File: src/rtl/spi_flash_responder.sv
`default_nettype none
// ============================================================================
// Module   : spi_flash_responder
// Brief    : SPI mode-0 target emulating the N25Q command subset used by the
//            bootloader (RDID, RDSR, WREN, WRDI, READ, PP, SE).
// Revision : 1.0 - initial release
// ============================================================================
module spi_flash_responder #(
    parameter int          AW      = 8,
    parameter logic [31:0] IDCODE  = 32'h20BA1810,
    parameter int          WIP_CYC = 1024
) (
    input  logic       clk_i,
    input  logic       rst_i,
    input  logic       spi_cs_b_i,
    input  logic       spi_sclk_i,
    input  logic       spi_mosi_i,
    output logic       spi_miso_o,
    output logic       busy_o,
    output logic [7:0] cmd_o
);

    localparam logic [7:0] c_op_rdid = 8'h9F;
    localparam logic [7:0] c_op_rdsr = 8'h05;
    localparam logic [7:0] c_op_wren = 8'h06;
    localparam logic [7:0] c_op_wrdi = 8'h04;
    localparam logic [7:0] c_op_read = 8'h03;
    localparam logic [7:0] c_op_pp   = 8'h02;
    localparam logic [7:0] c_op_se   = 8'hD8;

    localparam int            c_depth     = 1 << AW;
    localparam int            c_wip_w     = $clog2(WIP_CYC + 1);
    localparam int            c_page_bits = (AW > 8) ? 8 : AW;
    localparam logic [AW-1:0] c_page_mask = AW'((1 << c_page_bits) - 1);

    typedef enum logic [2:0] {
        S_IDLE   = 3'd0,
        S_CMD    = 3'd1,
        S_ADDR   = 3'd2,
        S_RESP   = 3'd3,
        S_DRD    = 3'd4,
        S_DWR    = 3'd5,
        S_DONE   = 3'd6,
        S_IGNORE = 3'd7
    } state_t;

    state_t r_state;
    state_t w_state_nxt;

    logic [1:0]         r_cs_sync;
    logic [1:0]         r_sclk_sync;
    logic [1:0]         r_mosi_sync;
    logic               r_cs_d;
    logic               r_sclk_d;

    logic [2:0]         r_bit_cnt;
    logic [6:0]         r_sh_in;
    logic [7:0]         r_cmd;
    logic               r_wel;
    logic [1:0]         r_addr_cnt;
    logic [15:0]        r_addr_hi;
    logic [AW-1:0]      r_ptr;
    logic [7:0]         r_sh_out;
    logic               r_miso;
    logic [2:0]         r_resp_idx;
    logic               r_wr_en;
    logic [AW-1:0]      r_wr_addr;
    logic [7:0]         r_wr_data;
    logic               r_pp_written;
    logic [c_wip_w-1:0] r_wip_cnt;
    logic               r_erasing;
    logic [AW-1:0]      r_erase_addr;
    logic [7:0]         r_mem [c_depth];

    logic          w_cs_fall;
    logic          w_cs_rise;
    logic          w_sclk_rise;
    logic          w_sclk_fall;
    logic          w_mosi;
    logic          w_bit_en;
    logic          w_byte_done;
    logic [7:0]    w_byte;
    logic          w_resp_state;
    logic          w_wip;
    logic [7:0]    w_status;
    logic [AW-1:0] w_addr_new;
    logic [AW-1:0] w_rd_addr;
    logic [7:0]    w_rd_data;
    logic [AW-1:0] w_ptr_page_inc;
    logic [7:0]    w_id_byte;

    // Two-flop synchronizers plus one delay stage for edge detection
    always_ff @(posedge clk_i or posedge rst_i) begin
        if (rst_i) begin
            r_cs_sync   <= 2'b11;
            r_sclk_sync <= 2'b00;
            r_mosi_sync <= 2'b00;
            r_cs_d      <= 1'b1;
            r_sclk_d    <= 1'b0;
        end else begin
            r_cs_sync   <= {r_cs_sync[0], spi_cs_b_i};
            r_sclk_sync <= {r_sclk_sync[0], spi_sclk_i};
            r_mosi_sync <= {r_mosi_sync[0], spi_mosi_i};
            r_cs_d      <= r_cs_sync[1];
            r_sclk_d    <= r_sclk_sync[1];
        end
    end

    assign w_cs_fall    = !r_cs_sync[1] && r_cs_d;
    assign w_cs_rise    = r_cs_sync[1] && !r_cs_d;
    assign w_sclk_rise  = r_sclk_sync[1] && !r_sclk_d;
    assign w_sclk_fall  = !r_sclk_sync[1] && r_sclk_d;
    assign w_mosi       = r_mosi_sync[1];

    // A rise coinciding with the cs_b fall is already the first bit of the frame
    assign w_bit_en     = w_sclk_rise && !w_cs_rise && ((r_state != S_IDLE) || w_cs_fall);
    assign w_byte_done  = w_bit_en && (r_bit_cnt == 3'd7);
    assign w_byte       = {r_sh_in, w_mosi};
    assign w_resp_state = (r_state == S_RESP) || (r_state == S_DRD);
    assign w_wip        = r_erasing || (r_wip_cnt != '0);
    assign w_status     = {6'b0, r_wel, w_wip};
    assign w_addr_new   = AW'({r_addr_hi, w_byte});
    assign w_rd_addr    = (r_state == S_ADDR) ? w_addr_new : r_ptr;
    assign w_rd_data    = r_mem[w_rd_addr];
    assign w_ptr_page_inc = (r_ptr & ~c_page_mask) | ((r_ptr + 1'b1) & c_page_mask);

    always_comb begin
        w_id_byte = 8'h00;
        case (r_resp_idx)
            3'd1:    w_id_byte = IDCODE[23:16];
            3'd2:    w_id_byte = IDCODE[15:8];
            3'd3:    w_id_byte = IDCODE[7:0];
            default: w_id_byte = 8'h00;
        endcase
    end

    always_ff @(posedge clk_i or posedge rst_i) begin
        if (rst_i) begin
            r_state <= S_IDLE;
        end else begin
            r_state <= w_state_nxt;
        end
    end

    always_comb begin
        w_state_nxt = r_state;
        if (w_cs_rise) begin
            w_state_nxt = S_IDLE;
        end else begin
            case (r_state)
                S_IDLE: begin
                    if (w_cs_fall) begin
                        w_state_nxt = S_CMD;
                    end
                end
                S_CMD: begin
                    if (w_byte_done) begin
                        if (w_wip) begin
                            w_state_nxt = (w_byte == c_op_rdsr) ? S_RESP : S_IGNORE;
                        end else begin
                            case (w_byte)
                                c_op_rdid, c_op_rdsr: w_state_nxt = S_RESP;
                                c_op_wren, c_op_wrdi: w_state_nxt = S_DONE;
                                c_op_read:            w_state_nxt = S_ADDR;
                                c_op_pp, c_op_se:     w_state_nxt = r_wel ? S_ADDR : S_IGNORE;
                                default:              w_state_nxt = S_IGNORE;
                            endcase
                        end
                    end
                end
                S_ADDR: begin
                    if (w_byte_done && (r_addr_cnt == 2'd2)) begin
                        case (r_cmd)
                            c_op_read: w_state_nxt = S_DRD;
                            c_op_pp:   w_state_nxt = S_DWR;
                            default:   w_state_nxt = S_DONE;
                        endcase
                    end
                end
                default: w_state_nxt = r_state;
            endcase
        end
    end

    always_ff @(posedge clk_i or posedge rst_i) begin
        if (rst_i) begin
            r_bit_cnt    <= 3'd0;
            r_sh_in      <= 7'd0;
            r_cmd        <= 8'h00;
            r_wel        <= 1'b0;
            r_addr_cnt   <= 2'd0;
            r_addr_hi    <= 16'd0;
            r_ptr        <= '0;
            r_sh_out     <= 8'h00;
            r_miso       <= 1'b0;
            r_resp_idx   <= 3'd0;
            r_wr_en      <= 1'b0;
            r_wr_addr    <= '0;
            r_wr_data    <= 8'h00;
            r_pp_written <= 1'b0;
            r_wip_cnt    <= '0;
            r_erasing    <= 1'b1;
            r_erase_addr <= '0;
        end else begin
            r_wr_en <= 1'b0;
            if (r_erasing) begin
                r_erase_addr <= r_erase_addr + 1'b1;
                if (r_erase_addr == '1) begin
                    r_erasing <= 1'b0;
                end
            end
            if (r_wip_cnt != '0) begin
                r_wip_cnt <= r_wip_cnt - 1'b1;
            end

            if (w_cs_rise) begin
                r_bit_cnt  <= 3'd0;
                r_addr_cnt <= 2'd0;
                r_miso     <= 1'b0;
                r_sh_out   <= 8'h00;
                if (r_state == S_DONE && r_cmd == c_op_wren) begin
                    r_wel <= 1'b1;
                end
                if (r_state == S_DONE && r_cmd == c_op_wrdi) begin
                    r_wel <= 1'b0;
                end
                if (r_state == S_DWR) begin
                    r_wel <= 1'b0;
                    if (r_pp_written) begin
                        r_wip_cnt <= c_wip_w'(WIP_CYC);
                    end
                end
                // The whole array is a single sector
                if (r_state == S_DONE && r_cmd == c_op_se) begin
                    r_wel        <= 1'b0;
                    r_erasing    <= 1'b1;
                    r_erase_addr <= '0;
                end
            end else begin
                if (w_bit_en) begin
                    r_sh_in   <= w_byte[6:0];
                    r_bit_cnt <= r_bit_cnt + 3'd1;
                end
                if (w_sclk_fall && w_resp_state) begin
                    r_miso   <= r_sh_out[7];
                    r_sh_out <= {r_sh_out[6:0], 1'b0};
                end
                if (w_byte_done) begin
                    case (r_state)
                        S_CMD: begin
                            r_cmd        <= w_byte;
                            r_resp_idx   <= 3'd1;
                            r_pp_written <= 1'b0;
                            r_sh_out     <= (w_byte == c_op_rdid) ? IDCODE[31:24] : w_status;
                        end
                        S_ADDR: begin
                            r_addr_hi  <= {r_addr_hi[7:0], w_byte};
                            r_addr_cnt <= r_addr_cnt + 2'd1;
                            if (r_addr_cnt == 2'd2) begin
                                if (r_cmd == c_op_read) begin
                                    r_ptr    <= w_addr_new + 1'b1;
                                    r_sh_out <= w_rd_data;
                                end else begin
                                    r_ptr <= w_addr_new;
                                end
                            end
                        end
                        S_RESP: begin
                            if (r_cmd == c_op_rdid) begin
                                r_sh_out <= w_id_byte;
                                if (r_resp_idx != 3'd4) begin
                                    r_resp_idx <= r_resp_idx + 3'd1;
                                end
                            end else begin
                                r_sh_out <= w_status;
                            end
                        end
                        S_DRD: begin
                            r_sh_out <= w_rd_data;
                            r_ptr    <= r_ptr + 1'b1;
                        end
                        S_DWR: begin
                            r_wr_en      <= 1'b1;
                            r_wr_addr    <= r_ptr;
                            r_wr_data    <= w_byte;
                            r_ptr        <= w_ptr_page_inc;
                            r_pp_written <= 1'b1;
                        end
                        default: ;
                    endcase
                end
            end
        end
    end

    // Erase and program never overlap: PP is refused while WIP is set
    always_ff @(posedge clk_i) begin
        if (r_erasing) begin
            r_mem[r_erase_addr] <= 8'hFF;
        end else if (r_wr_en) begin
            r_mem[r_wr_addr] <= r_wr_data;
        end
    end

    assign spi_miso_o = r_miso && w_resp_state;
    assign busy_o     = w_wip;
    assign cmd_o      = r_cmd;

endmodule
`default_nettype wire
File: config.mk
export PLATFORM = sky130hd
export DESIGN_NAME = spi_flash_responder
export DESIGN_NICKNAME = d
export VERILOG_FILES = /design/src/rtl/spi_flash_responder.sv
export SDC_FILE = /design/constraint.sdc
export NUM_CORES = 2
export LEC_CHECK = 0
export CORE_MARGIN = 1.5
export CORE_UTILIZATION = 50
export CTS_CLUSTER_SIZE = 40
export DETAILED_ROUTE_END_ITERATION = 7
export PLACE_DENSITY = 0.68
export RECOVER_POWER = 100
export SLEW_MARGIN = 10
export SYNTH_ARGS = -nofsm -noshare
export SYNTH_HDL_FRONTEND = slang
export SYNTH_SLANG_ARGS = --single-unit
File: constraint.sdc
create_clock -name clk_i -period 5.7 [get_ports clk_i]
set_clock_uncertainty 0.1 [all_clocks]
set_input_delay 1.14 -clock clk_i [delete_from_list [all_inputs] [get_ports clk_i]]
set_output_delay 1.14 -clock clk_i [all_outputs]
set_load 0.02 [all_outputs]
# Yosys cells after proc, flatten, opt, wreduce, memory -nomap -nowiden
# Memories as Yosys holds them, arrays and structs flattened.
# Cells that the tools add are included.
dict set report op_classes {
  addsub 7
  eq_ne 32
  n_mux 60
  bitwise 1
  reduce_logical 47
}
# op count
set ops {}
lappend ops {{$mux W8} 14}
lappend ops {{$mux W11} 4}
lappend ops {{$eq A8 B3 Y1 const B} 5}
lappend ops {{$eq A8 B8 Y1 const B} 5}
lappend ops {{$mux W3} 11}
lappend ops {{$eq A8 B2 Y1 const B} 4}
lappend ops {{$pmux W8 S4} 1}
lappend ops {{$add A8 B1 Y8 const B} 3}
lappend ops {{$pmux W8 S3} 1}
lappend ops {{$mux W1} 19}
lappend ops {{$pmux W8 S2} 1}
lappend ops {{$reduce_bool A2 Y1} 7}
lappend ops {{$logic_and A1 B1 Y1} 13}
lappend ops {{$eq A3 B2 Y1 const B} 4}
lappend ops {{$eq A3 B3 Y1 const B} 4}
lappend ops {{$pmux W3 S4} 1}
lappend ops {{$reduce_bool A11 Y1} 1}
lappend ops {{$sub A11 B1 Y11 const B} 1}
lappend ops {{$ne A3 B3 Y1 const B} 3}
lappend ops {{$pmux W3 S3} 1}
lappend ops {{$reduce_and A3 Y1} 3}
lappend ops {{$reduce_and A4 Y1} 2}
lappend ops {{$reduce_bool A4 Y1} 2}
lappend ops {{$reduce_or A2 Y1} 4}
lappend ops {{19 further kinds} 33}
dict set report totals {
  ff_bits 90
  ramBits 2048
  inputBits 5
  mem_count 1
}
# name words width read_ports rd_ports_with_merged_regs wr line
set mem_list {}
lappend mem_list {r_mem 256 8 1 0 1 73} ;# logic [7:0] r_mem [c_depth];

# Longest topological paths before layout
dict set report logic_depth {
  depth_word 10
  depth_mapped 16
  mapped_depth_nobuf 10
}

# Worst setup path before layout
# OpenSTA, ideal clock, no wires.
dict set report synth_timing {
  path_type {register to register}
  startpoint {reg r_erasing}
  endpoint {mem r_mem[0][2] (data pin)}
  setup_ns 0.900
  t_arrival_ns 4.246
  required_time_ns 4.700
  slack_ns 0.454
  path_stages_with_launch 5
  n_path_buf 2
  synth_period_minus_slack_ns 5.246
  path_cell_list {dfstp_2 > clkbuf_1 > nor2b_1 > clkbuf_1 > nand2b_1}
}
dict set report synth_between {
  elab_chain_cells 4
}
# item line
set synth_lines {}
lappend synth_lines {{start: declaration} 71} ;# logic r_erasing;
lappend synth_lines {{start signal: assignment} 202} ;# r_erasing <= 1'b1;
lappend synth_lines {{start signal: assignment} 209} ;# r_erasing <= 1'b0;
lappend synth_lines {{start signal: assignment} 236} ;# r_erasing <= 1'b1;
lappend synth_lines {{$mux W1} 298} ;# if (r_erasing) begin
lappend synth_lines {{$mux W1 (not written as such)} 301} ;# r_mem[r_wr_addr] <= r_wr_data;
lappend synth_lines {{$reduce_or A8 Y1 (no source line)} n/a}
lappend synth_lines {{$mux W8 (no source line)} n/a}
lappend synth_lines {{end: declaration} 73}
# Every way passes these cells.

# Final worst setup path
dict set report layout_timing {
  startpoint {reg r_state[1]}
  endpoint {reg r_sh_out[5]}
}
dict set report layout_between {
  elab_chain_cells 9
}
# item line
set layout_lines {}
lappend layout_lines {{start: declaration} 47} ;# state_t r_state;
lappend layout_lines {{start signal: assignment} 141} ;# r_state <= w_state_nxt;
lappend layout_lines {{parallel branches: the longest is 7 deep, another holds $mem_v2 Z256 W8} n/a}
lappend layout_lines {{$mux W8 *} 248} ;# if (w_byte_done) begin
lappend layout_lines {{$mux W8 *} 216} ;# if (w_cs_rise) begin
lappend layout_lines {{end signal: assignment} 246} ;# r_sh_out <= {r_sh_out[6:0], 1'b0};
lappend layout_lines {{end signal: assignment} 254} ;# r_sh_out <= (w_byte == c_op_rdid) ? IDCODE[31:24] : w_status;
lappend layout_lines {{end signal: assignment} 262} ;# r_sh_out <= w_rd_data;
lappend layout_lines {{end: declaration} 63} ;# logic [7:0] r_sh_out;
# Every way passes the cells marked *.
# A chain may end at the register's enable or synchronous reset.

==> flow_metrics.env <==
export IMPL_cts_resized=0
export IMPL_clkTransAtPathRegs_ns=0.07
export IMPL_ys_ff_latch=2138
export IMPL_criticalPathCategory="reg -> reg"
export IMPL_finalWirelength_microns=274000
export IMPL_crit_buf_inv=2
export IMPL_async_reset_ff_share_pct=4.21
export IMPL_crit_path_cell_trace="or3b_4 -> buf_4 -> a21o_4 -> buf_8 -> nor2_1 -> a221oi_1 -> a31oi_1 -> a21oi_1 -> nor4_1 -> nor3_1 -> a41o_1"
export IMPL_worstHoldPathType="reg -> reg"
export IMPL_synth_edf_count=2048
export IMPL_cts_buffers=211
export IMPL_run_status="finished, violations left"
export IMPL_postRouteAntennaNets=0
export IMPL_die_h_microns=420
export IMPL_cap_viol_max_count=22
export IMPL_critical_path_slowest_cell="nor2_1"
export IMPL_drv_slew=1006
export IMPL_viasPerCell=6.45
export IMPL_nets=6328
export IMPL_dieWidth_microns=420
export IMPL_p_per_area_nw_per_um2=359
export IMPL_gr_usage_met3_pct=9.48
export IMPL_reg2regPathDepth=11
export IMPL_drive_gt1_share_pct=9.62
export IMPL_critPathCapture="r_sh_out[5]"
export IMPL_netlist_area_sq_um=87000
export IMPL_drtIter0Drc=9297
export IMPL_post_drt_wl_per_cell_microns=31.1
export IMPL_grt_pass1_vias=53000
export IMPL_syn_inst=6264
export IMPL_num_vias=56700
export IMPL_grt_pass1_wl_microns=388000
export IMPL_initial_core_util_pct=50.5
export IMPL_cp_arrival_ns=6.30
export IMPL_setup_ws_ns=0.0697
export IMPL_drc=0
export IMPL_yosysUniqueCellTypes=81
export IMPL_fin_setup_tns_ns=0
export IMPL_clk_path_buf_depth=3
export IMPL_clock_sinks=2138
export IMPL_syn_area_per_cell_sq_um=13.9
export IMPL_slew_limit_headroom_pct=-107
export IMPL_cts_tree="done"
export IMPL_use_met1_pct=41.7
export IMPL_cts_root_buf="clkbuf_16"
export IMPL_grt_use_met2_pct=44.5
export IMPL_finalHoldViolations=0
export IMPL_boundaryPins=15
export IMPL_rsz0062_at_grt="no"
export IMPL_postCtsSetupRepairBufs=0
export IMPL_gp_congestion=0.988
export IMPL_synth_flop_cell="edfxtp_1"
export IMPL_grt_busiest_layer="met2"
export IMPL_ys_seq_area_share_pct=73.3
export IMPL_core_area_sq_um=172000
export IMPL_tightest_slew_ns=3.11
export IMPL_cp_depth=11
export IMPL_dieArea_sq_um=177000
export IMPL_row_count=152
export IMPL_detailed_place_hpwl_microns=168000
export IMPL_peakVddDrop_mv=0.342
export IMPL_post_place_ws_ns=0.356
export IMPL_fillerInstances=13600
export IMPL_fmax_mhz=178
export IMPL_grt_start_max_net_pins=169
export IMPL_synthesis_nets=6286
export IMPL_multiInputGateArea_sq_um=21400
export IMPL_worstReg2RegStart="r_state[1]"
export IMPL_portBuffers=14
export IMPL_clk_latency_ns=0.88
export IMPL_crit_fanout=46
export IMPL_yosysWarningCount=0
export IMPL_cp_top_family="simple AND/OR/NAND/NOR gates"
export IMPL_track_usage_pct=30.8
export IMPL_failed_checks="capacitance limit, slew limit"
export IMPL_crit_path_end_kind="register"
export IMPL_reg2reg_slack_ns=0.07
export IMPL_overflow=0
export IMPL_setup_viol=0
export IMPL_critPathRequiredTime_ns=6.37
export IMPL_startpoint="r_state[1]"
export IMPL_grt_antenna_before_repair=7
export IMPL_ctsHoldBuffers=0
export IMPL_htree_levels=4
export IMPL_firstDrtPassIters=6
export IMPL_regArea_sq_um=63800
export IMPL_post_route_min_period_ns=5.63
export IMPL_slowest_delay_ns=0.93
export IMPL_power_leakage_nw=36.3
export IMPL_start_kind="register"
export IMPL_area_growth_pct=11.5
export IMPL_post_route_period_util_pct=98.8
export IMPL_timing_rr_end="r_sh_out[5]"
-- layer usage --
metal / wire (microns) / share of wire, %
met5: 33 / 0.012
met4: 17300 / 6.3
met3: 38100 / 14
met2: 119000 / 43
met1: 99300 / 36
-- cells in the mapped netlist, drive strengths merged, types with 29 or more instances --
| cell type | instances | area share, % |
|---|---|---|
| nor3 | 35 | 0.20 |
| a22oi | 43 | 0.37 |
| a31oi | 105 | 0.75 |
| o21ai | 53 | 0.30 |
| inv | 46 | 0.20 |
| a211oi | 81 | 0.70 |
| a21oi | 176 | 1.0 |
| buf | 249 | 1.5 |
| nor2 | 346 | 1.5 |
| mux2 | 33 | 0.43 |
| clkbuf | 152 | 0.66 |
| mux2i | 367 | 4.2 |
| edfxtp | 2048 | 71 |
| nand3 | 548 | 3.2 |
| nand2 | 1339 | 5.8 |
| and3 | 89 | 0.64 |
| o22ai | 56 | 0.40 |
| mux4 | 66 | 1.7 |
| a32oi | 29 | 0.29 |
| dfrtp | 86 | 2.5 |
-- worst reg2reg max path: cells and delay by family, from the launching register on --
family	cells	cell delay [ns]
and+or+nand+nor	4	2.09
AOI/OAI and AO/OA	5	1.99
buffers and inverters	2	0.69
DFF	1	0.66
-- placed cells by master, fill, tap and decap left out, types with 33 or more instances in the layout --
cell / count
edfxtp_1: 2048
nand2_1: 1339
nand3_1: 547
mux2i_1: 360
nor2_1: 344
clkbuf_16: 211
a21oi_1: 172
buf_4: 148
a31oi_1: 105
and3_1: 89
dfrtp_1: 86
a211oi_1: 80
clkbuf_1: 67
mux4_2: 66
o22ai_1: 56
o21ai_0: 51
clkinv_1: 48
inv_1: 45
a22oi_1: 43
buf_12: 39
nor3_1: 35
mux2_2: 33
clkinv_2: 33
-- cells by family after synthesis --
kind of cell | synth area share [%]
simple gates | 12.4
flops | 73.3
compound gates | 5.18
mux | 6.36
buf+inv | 2.37
xor+xnor | 0.211
fa+ha+maj | 0.244
-- sequential cells by signal, indices dropped and copies added, names as in the netlist --
name,flops
r_mem,2048
r_wip_cnt,11
cmd_o,8
r_erase_addr,8
r_ptr,8
r_sh_out,8
r_wr_addr,8
r_wr_data,8
r_sh_in,7
r_bit_cnt,3
r_resp_idx,3
r_state,3
r_addr_cnt,2
r_cs_sync,2
r_mosi_sync,2
r_sclk_sync,2
r_cs_d,1
r_erasing,1
r_miso,1
r_pp_written,1
r_sclk_d,1
r_wel,1
r_wr_en,1
-- metrics by stage --
step                      cells  util [%]  cell area, sq um  hold slack (ns)  power [mW]
after floorplan            6264         -             87000            0.231        19.6
after global placement     8403      52.6             90600            0.242        21.3
after detailed placement   8403      52.6             90600            0.248        21.4
after CTS                  8789      56.4             97200            0.254        34.7
after global routing       8790      56.3             97000            0.263        35.5
final                      8796      56.3             97000            0.250        34.8
-- how the worst min path moves through the flow --
stage / endpoint / depth (start not counted) / start / slack (ns)
final: r_sclk_sync[1] / 0 / r_sclk_sync[0] / 0.25
after global routing: r_sclk_sync[1] / 0 / r_sclk_sync[0] / 0.26
after CTS: r_sclk_sync[1] / 0 / r_sclk_sync[0] / 0.25
after detailed placement: r_sclk_sync[1] / 0 / r_sclk_sync[0] / 0.25
after global placement: r_sclk_sync[1] / 0 / r_sclk_sync[0] / 0.24
after floorplan: r_mosi_sync[1] / 0 / r_mosi_sync[0] / 0.23
-- final cells by class --
class                           instances  share of cell area [%]
Multi-Input combinational cell       3679                    22.0
Sequential cell                      2138                    65.7
Tap cell                             2310                    2.98
Inverter                               46                   0.179
Clock buffer                          268                    5.66
Clock inverter                        118                    1.17
Antenna cell                            7                  0.0181
Timing Repair Buffer                  230                    2.27
-- where the power goes --
| part | switching, mW | internal, mW |
|---|---|---|
| registers | 0.186 | 17.0 |
| clock network | 6.01 | 7.59 |
| logic | 2.86 | 1.13 |
| total | 9.06 | 25.7 |
Note: power is estimated with default switching activity, not from simulation.
